==> config.mk <==
export PLATFORM = sky130hd
export DESIGN_NAME = decode_cycle_flat
export DESIGN_NICKNAME = d
export VERILOG_FILES = /design/src/rtl/decode_cycle_if.sv /design/src/rtl/decode_cycle.sv /design/src/flat_wrapper.sv
export SDC_FILE = /design/constraint.sdc
export NUM_CORES = 2
export LEC_CHECK = 0
export BUFFER_PORTS_ARGS = -buffer_cell sky130_fd_sc_hd__buf_4
export CORE_ASPECT_RATIO = 0.75
export CORE_MARGIN = 1.5
export CORE_UTILIZATION = 25
export CTS_BUF_LIST = sky130_fd_sc_hd__clkbuf_4 sky130_fd_sc_hd__clkbuf_8
export DETAILED_ROUTE_END_ITERATION = 8
export PLACE_DENSITY_LB_ADDON = 0.08
export SYNTH_ARGS = -nofsm -noshare
export SYNTH_HDL_FRONTEND = slang
export SYNTH_SLANG_ARGS = --single-unit
==> constraint.sdc <==
create_clock -name clk -period 5.6 [get_ports clk]
set_input_delay 1.4 -clock clk [delete_from_list [all_inputs] [get_ports clk]]
set_output_delay 1.4 -clock clk [all_outputs]
set_load 0.05 [all_outputs]
==> src/rtl/decode_cycle_if.sv <==
// IF/ID-to-ID/EX signal bundle for the RV32I decode stage.
// master drives the fetch/writeback/hazard side; slave is the decode stage itself.
interface decode_cycle_if;
   logic [31:0] InstrD;
   logic [31:0] PCD;
   logic [31:0] PCPlus4D;
   logic        RegWriteW;
   logic [4:0]  RDW;
   logic [31:0] ResultW;
   logic        FlushE;

   logic        RegWriteE;
   logic [1:0]  ResultSrcE;
   logic        MemWriteE;
   logic        JumpE;
   logic        BranchE;
   logic        ALUSrcE;
   logic [2:0]  ALUControlE;
   logic [31:0] RD1_E;
   logic [31:0] RD2_E;
   logic [31:0] Imm_Ext_E;
   logic [4:0]  RS1_E;
   logic [4:0]  RS2_E;
   logic [4:0]  RD_E;
   logic [31:0] PCE;
   logic [31:0] PCPlus4E;
   logic        ValidE;
   logic        IllegalE;

   modport master (
      output InstrD, PCD, PCPlus4D, RegWriteW, RDW, ResultW, FlushE,
      input  RegWriteE, ResultSrcE, MemWriteE, JumpE, BranchE, ALUSrcE, ALUControlE,
             RD1_E, RD2_E, Imm_Ext_E, RS1_E, RS2_E, RD_E, PCE, PCPlus4E, ValidE, IllegalE
   );

   modport slave (
      input  InstrD, PCD, PCPlus4D, RegWriteW, RDW, ResultW, FlushE,
      output RegWriteE, ResultSrcE, MemWriteE, JumpE, BranchE, ALUSrcE, ALUControlE,
             RD1_E, RD2_E, Imm_Ext_E, RS1_E, RS2_E, RD_E, PCE, PCPlus4E, ValidE, IllegalE
   );
endinterface

==> src/rtl/decode_cycle.sv <==
// RV32I decode stage: register file, control decoder, immediate extender, ID/EX register.
// One cycle InstrD -> E outputs; no backpressure (no stall input), flush loads a bubble.
module decode_cycle #(
   parameter int XLEN           = 32,
   parameter int NOP_ON_ILLEGAL = 1
) (
   input logic           clk,
   input logic           rst,
   decode_cycle_if.slave dif
);
   localparam logic [6:0] OP_R    = 7'b0110011;
   localparam logic [6:0] OP_I    = 7'b0010011;
   localparam logic [6:0] OP_LW   = 7'b0000011;
   localparam logic [6:0] OP_SW   = 7'b0100011;
   localparam logic [6:0] OP_BEQ  = 7'b1100011;
   localparam logic [6:0] OP_JAL  = 7'b1101111;

   localparam logic [2:0] ALU_ADD = 3'b000;
   localparam logic [2:0] ALU_SUB = 3'b001;
   localparam logic [2:0] ALU_AND = 3'b010;
   localparam logic [2:0] ALU_OR  = 3'b011;
   localparam logic [2:0] ALU_SLT = 3'b101;

   typedef struct packed {
      logic            reg_write;
      logic [1:0]      result_src;
      logic            mem_write;
      logic            jump;
      logic            branch;
      logic            alu_src;
      logic [2:0]      alu_ctl;
      logic [XLEN-1:0] rd1;
      logic [XLEN-1:0] rd2;
      logic [XLEN-1:0] imm;
      logic [4:0]      rs1;
      logic [4:0]      rs2;
      logic [4:0]      rd;
      logic [XLEN-1:0] pc;
      logic [XLEN-1:0] pc4;
      logic            valid;
      logic            illegal;
   } idex_t;

   idex_t           idex_q, idex_d;
   logic [XLEN-1:0] rf_q [32];

   logic [6:0]      opcode;
   logic [2:0]      funct3;
   logic [4:0]      rs1, rs2, rd;
   logic [31:0]     instr;
   logic            legal;

   assign instr  = dif.InstrD;
   assign opcode = instr[6:0];
   assign rd     = instr[11:7];
   assign funct3 = instr[14:12];
   assign rs1    = instr[19:15];
   assign rs2    = instr[24:20];

   // sub only exists for R-type; I-type bit 30 is part of the immediate.
   function automatic logic [2:0] alu_sel(input logic [2:0] f3, input logic is_sub);
      case (f3)
         3'b000:  alu_sel = is_sub ? ALU_SUB : ALU_ADD;
         3'b111:  alu_sel = ALU_AND;
         3'b110:  alu_sel = ALU_OR;
         3'b010:  alu_sel = ALU_SLT;
         default: alu_sel = ALU_ADD;
      endcase
   endfunction

   // x0 is never written, so it stays at its reset value of 0; the bypass must still skip it.
   function automatic logic [XLEN-1:0] rf_read(input logic [4:0] idx);
      if (idx == 5'd0)
         rf_read = '0;
      else if (dif.RegWriteW && dif.RDW == idx)
         rf_read = dif.ResultW;
      else
         rf_read = rf_q[idx];
   endfunction

   always_comb begin
      idex_d = '0;
      legal  = 1'b1;
      case (opcode)
         OP_R: begin
            idex_d.reg_write = 1'b1;
            idex_d.alu_ctl   = alu_sel(funct3, instr[30]);
         end
         OP_I: begin
            idex_d.reg_write = 1'b1;
            idex_d.alu_src   = 1'b1;
            idex_d.alu_ctl   = alu_sel(funct3, 1'b0);
            idex_d.imm       = {{20{instr[31]}}, instr[31:20]};
         end
         OP_LW: begin
            idex_d.reg_write  = 1'b1;
            idex_d.alu_src    = 1'b1;
            idex_d.result_src = 2'b01;
            idex_d.imm        = {{20{instr[31]}}, instr[31:20]};
         end
         OP_SW: begin
            idex_d.mem_write = 1'b1;
            idex_d.alu_src   = 1'b1;
            idex_d.imm       = {{20{instr[31]}}, instr[31:25], instr[11:7]};
         end
         OP_BEQ: begin
            idex_d.branch  = 1'b1;
            idex_d.alu_ctl = ALU_SUB;
            idex_d.imm     = {{20{instr[31]}}, instr[7], instr[30:25], instr[11:8], 1'b0};
         end
         OP_JAL: begin
            idex_d.jump       = 1'b1;
            idex_d.reg_write  = 1'b1;
            idex_d.result_src = 2'b10;
            idex_d.imm        = {{12{instr[31]}}, instr[19:12], instr[20], instr[30:21], 1'b0};
         end
         default: legal = 1'b0;
      endcase

      idex_d.rd1   = rf_read(rs1);
      idex_d.rd2   = rf_read(rs2);
      idex_d.rs1   = rs1;
      idex_d.rs2   = rs2;
      idex_d.rd    = rd;
      idex_d.pc    = dif.PCD;
      idex_d.pc4   = dif.PCPlus4D;
      idex_d.valid = 1'b1;

      // Flush outranks the illegal flag: a flushed slot reports nothing.
      if (dif.FlushE || !legal) begin
         idex_d         = '0;
         idex_d.illegal = !legal && !dif.FlushE && (NOP_ON_ILLEGAL != 0);
      end
   end

   always_ff @(posedge clk) begin
      if (rst) begin
         idex_q <= '0;
         for (int i = 0; i < 32; i++)
            rf_q[i] <= '0;
      end else begin
         idex_q <= idex_d;
         if (dif.RegWriteW && dif.RDW != 5'd0)
            rf_q[dif.RDW] <= dif.ResultW;
      end
   end

   assign dif.RegWriteE   = idex_q.reg_write;
   assign dif.ResultSrcE  = idex_q.result_src;
   assign dif.MemWriteE   = idex_q.mem_write;
   assign dif.JumpE       = idex_q.jump;
   assign dif.BranchE     = idex_q.branch;
   assign dif.ALUSrcE     = idex_q.alu_src;
   assign dif.ALUControlE = idex_q.alu_ctl;
   assign dif.RD1_E       = idex_q.rd1;
   assign dif.RD2_E       = idex_q.rd2;
   assign dif.Imm_Ext_E   = idex_q.imm;
   assign dif.RS1_E       = idex_q.rs1;
   assign dif.RS2_E       = idex_q.rs2;
   assign dif.RD_E        = idex_q.rd;
   assign dif.PCE         = idex_q.pc;
   assign dif.PCPlus4E    = idex_q.pc4;
   assign dif.ValidE      = idex_q.valid;
   assign dif.IllegalE    = idex_q.illegal;
endmodule
==> src/flat_wrapper.sv <==
// flat-port wrapper written by rule: the top's interface ports become plain ports
module decode_cycle_flat 
#(
   parameter int XLEN           = 32,
   parameter int NOP_ON_ILLEGAL = 1
)
  (clk, rst, dif_InstrD, dif_PCD, dif_PCPlus4D, dif_RegWriteW, dif_RDW, dif_ResultW, dif_FlushE, dif_RegWriteE, dif_ResultSrcE, dif_MemWriteE, dif_JumpE, dif_BranchE, dif_ALUSrcE, dif_ALUControlE, dif_RD1_E, dif_RD2_E, dif_Imm_Ext_E, dif_RS1_E, dif_RS2_E, dif_RD_E, dif_PCE, dif_PCPlus4E, dif_ValidE, dif_IllegalE);
  decode_cycle_if dif_i ();
  input logic clk;
  input logic rst;
  input wire logic [$bits(dif_i.InstrD)-1:0] dif_InstrD;
  input wire logic [$bits(dif_i.PCD)-1:0] dif_PCD;
  input wire logic [$bits(dif_i.PCPlus4D)-1:0] dif_PCPlus4D;
  input wire logic [$bits(dif_i.RegWriteW)-1:0] dif_RegWriteW;
  input wire logic [$bits(dif_i.RDW)-1:0] dif_RDW;
  input wire logic [$bits(dif_i.ResultW)-1:0] dif_ResultW;
  input wire logic [$bits(dif_i.FlushE)-1:0] dif_FlushE;
  output wire logic [$bits(dif_i.RegWriteE)-1:0] dif_RegWriteE;
  output wire logic [$bits(dif_i.ResultSrcE)-1:0] dif_ResultSrcE;
  output wire logic [$bits(dif_i.MemWriteE)-1:0] dif_MemWriteE;
  output wire logic [$bits(dif_i.JumpE)-1:0] dif_JumpE;
  output wire logic [$bits(dif_i.BranchE)-1:0] dif_BranchE;
  output wire logic [$bits(dif_i.ALUSrcE)-1:0] dif_ALUSrcE;
  output wire logic [$bits(dif_i.ALUControlE)-1:0] dif_ALUControlE;
  output wire logic [$bits(dif_i.RD1_E)-1:0] dif_RD1_E;
  output wire logic [$bits(dif_i.RD2_E)-1:0] dif_RD2_E;
  output wire logic [$bits(dif_i.Imm_Ext_E)-1:0] dif_Imm_Ext_E;
  output wire logic [$bits(dif_i.RS1_E)-1:0] dif_RS1_E;
  output wire logic [$bits(dif_i.RS2_E)-1:0] dif_RS2_E;
  output wire logic [$bits(dif_i.RD_E)-1:0] dif_RD_E;
  output wire logic [$bits(dif_i.PCE)-1:0] dif_PCE;
  output wire logic [$bits(dif_i.PCPlus4E)-1:0] dif_PCPlus4E;
  output wire logic [$bits(dif_i.ValidE)-1:0] dif_ValidE;
  output wire logic [$bits(dif_i.IllegalE)-1:0] dif_IllegalE;
  assign dif_i.InstrD = dif_InstrD;
  assign dif_i.PCD = dif_PCD;
  assign dif_i.PCPlus4D = dif_PCPlus4D;
  assign dif_i.RegWriteW = dif_RegWriteW;
  assign dif_i.RDW = dif_RDW;
  assign dif_i.ResultW = dif_ResultW;
  assign dif_i.FlushE = dif_FlushE;
  assign dif_RegWriteE = dif_i.RegWriteE;
  assign dif_ResultSrcE = dif_i.ResultSrcE;
  assign dif_MemWriteE = dif_i.MemWriteE;
  assign dif_JumpE = dif_i.JumpE;
  assign dif_BranchE = dif_i.BranchE;
  assign dif_ALUSrcE = dif_i.ALUSrcE;
  assign dif_ALUControlE = dif_i.ALUControlE;
  assign dif_RD1_E = dif_i.RD1_E;
  assign dif_RD2_E = dif_i.RD2_E;
  assign dif_Imm_Ext_E = dif_i.Imm_Ext_E;
  assign dif_RS1_E = dif_i.RS1_E;
  assign dif_RS2_E = dif_i.RS2_E;
  assign dif_RD_E = dif_i.RD_E;
  assign dif_PCE = dif_i.PCE;
  assign dif_PCPlus4E = dif_i.PCPlus4E;
  assign dif_ValidE = dif_i.ValidE;
  assign dif_IllegalE = dif_i.IllegalE;
  decode_cycle #(.XLEN(XLEN), .NOP_ON_ILLEGAL(NOP_ON_ILLEGAL)) u_core (.clk(clk), .rst(rst), .dif(dif_i));
endmodule
==> metrics.txt <==
status complete, no violations; PD cells 304 nW/um2; layout cells sized above 1 28.9%; vias 40.3k; CP Max Fanout 20; CP bufs+invs 3; # rows 155; die area ~240000 um2; synthesis-to-layout area growth 19.0%; Core Util, Final around 30%; static leakage ~26 nW; Worst path max stage delay about 750 ps; Rel. slew slack 15.4%; post-synth top area share between 50% and 60%; Mapped Cells 4269; Total GRT Usage 21.6%; Gates resized, CTS repair 0; Ys Warns 0; Starting Density 25.2%; worst vdd ir 0.000167 V; Slowest-stage cell, CP nor2b_1; Die Ht 428 um; vias per cell roughly 5.0; NumNets Final 4726; most used cell, CP buf_4; first-pass GRT wire length 363000 um; postcts setup bufs 0; post-layout min period 3600 ps; Chip Width between 500 and 600 um; flops & latches, synth 1200; final setup vio count 0; Seq/Total Area, Yosys 56.8%; Max Freq ~280 MHz; clock buffer count from CTS between 200 and 250; hold path depth 2; RSZ-0062 raised after global routing false; Post-Route WL 270000 um; largest net degree at the start of global routing 91; Distinct cells, synth 63; commonest cells in the netlist edfxtp_1, and2_1, mux4_2; Clock Sinks ~1.2k; most area-hungry cell type in the Yosys netlist edfxtp_1; TritonCTS clock tree done; GRT overflow 0; Max-Cap Viols 0; WL/cell 33.7 um; total stage count of the critical path 7; final hold vios 0; ys flop type edfxtp_1; DRC 0; core area 239000 um2; H-tree depth 4; FFs w/ async S/R, synth 0%; fill count 23.9k; vias in the first global route 40.0k; antenna-violating nets left 0; top-count cell post-synth edfxtp_1; # port buffers 323; io pins ~320; Avg Cell Area, Syn roughly 14 um2; starting DRC count in detailed routing 4392; clock root buffer clkbuf_8; Post-synth EDFFs between 1k and 1.5k; critical path cell sequence buf_4, nor2b_1, nand3b_1, buf_4, nor2_4, or2_2, buf_4; Longest Clk Path Bufs 4; Non-Filler Instances 8001; max-slew violation count 0; HPWL Detailed 167000 um; hold slack 576 ps; FF-to-FF setup slack 3350 ps; initial antenna violation count 39; insertion delay to the later sink of the worst-skew pair 1000 ps; final period utilization 64.3%; CP Launch Type primary input; crit end category register; top cells by area, synth edfxtp_1, mux4_2, and2_1; Setup TNS 0 ps; Setup CP Type primary input to register; hold crit path type primary input to register; critical path data arrival time 4190 ps; clk_skew 60.7 ps; Pre-Repair DR Iteration Count 5; hold_buf cts 0; critical path data required time ~6200 ps; R2R cell count 6; Mapped Area 60300 um2; RePlAce Congestion 0.792; register clock-pin slew on the reported worst setup and hold paths 70 ps; actual slew at the worst max-slew pin 1270 ps; delay-heaviest family, CP simple AND/OR/NAND/NOR gates; placed insts 7582
state kept, by name, summed over array words and instances, names as in the netlist, 2 cells and up:
| signal | count |
|---|---|
| u_core.dif.RD_E | 5 |
| u_core.dif.ALUControlE | 3 |
| u_core.dif.RS2_E | 5 |
| u_core.dif.RD1_E | 32 |
| u_core.dif.PCPlus4E | 32 |
| u_core.dif.Imm_Ext_E | 21 |
| u_core.rf_q | 1024 |
| u_core.dif.RD2_E | 32 |
| u_core.dif.PCE | 32 |
| u_core.dif.RS1_E | 5 |
| u_core.dif.ResultSrcE | 2 |
cells in the final DEF (no fill, tap or decap), types with 38 or more instances in the layout:
cell type	n
a221oi_1	63
mux4_2	378
clkinv_1	38
dfxtp_1	176
and3_1	80
a32o_1	49
nand2_1	42
clkbuf_8	249
o21ai_0	45
a22oi_1	139
clkbuf_4	71
buf_4	486
nor2_1	66
nor3_1	94
nand3_1	53
edfxtp_1	1024
buf_12	42
and2_1	933
mux2i_1	298
metal layers:
metal | wire [um] | share of wire [%] | track usage [%]
met1 | 125000 | 46 | 31.4
met2 | 120000 | 45 | 33.2
met3 | 17000 | 6.3 | 3.11
met4 | 7530 | 2.8 | 5.95
met5 | 0 | 0 | 0
final timing paths:
check	startpoint	end
setup / recovery	dif_RegWriteW	u_core.rf_q[30][8]$_SDFFCE_PN0P_
hold / removal	dif_FlushE	u_core.dif.ALUControlE[0]$_SDFF_PP0_
hold reg to reg	u_core.rf_q[20][3]$_SDFFCE_PN0P_	u_core.dif.RD1_E[3]$_SDFF_PP0_
setup reg to reg	u_core.rf_q[30][19]$_SDFFCE_PN0P_	u_core.dif.RD2_E[19]$_SDFF_PP0_
power breakdown:
group / internal, mW / switching [mW]
logic: 0.971 / 1.62
registers: 10.1 / 0.224
clock network: 4.71 / 4.19
logic make-up (layout without fill, tap and decap cells):
family / count (synthesis) / after routing / share of synthesized area [%]
flip-flops: 1200 / 1200 / 56.8
AO/OA/AOI/OAI: 495 / 495 / 6.33
buffers and inverters: 481 / 947 / 3.53
AND/OR/NAND/NOR: 1384 / 1384 / 13.5
multiplexers: 698 / 698 / 19.6
other: 1 / 49 / 0.00622
XOR/XNOR: 10 / 10 / 0.145
per-stage QoR:
step	instance area [um2]	setup slack, ps	power, mW
3_3_place_gp	67200	1020	13.2
4_1_cts	71700	2100	22.1
6_report	71700	2000	21.8
3_5_place_dp	67200	1080	13.1
2_1_floorplan	60400	2280	11.9
5_1_grt	71700	2080	22.6
worst reg2reg max path: cells and delay by family (launching register included):
kind | cells | cell delay (ps)
and+or+nand+nor | 2 | 290
buffers and inverters | 1 | 140
AOI/OAI and AO/OA | 2 | 810
muxes | 1 | 500
DFF | 1 | 400
final cells by class:
| type | count | area (um2) | share of cell area, % |
|---|---|---|---|
| multi-input cells | 2619 | 24300 | 33.9 |
| diodes | 17 | 42.5 | 0.0593 |
| repair buffers | 533 | 4560 | 6.36 |
| inverters | 12 | 47.5 | 0.0663 |
| clock inverters | 82 | 484 | 0.675 |
| well taps | 3218 | 4030 | 5.61 |
| flip-flops and latches | 1200 | 34300 | 47.8 |
| clock buffers | 320 | 3960 | 5.52 |
Power figures use the tool's default switching activity.
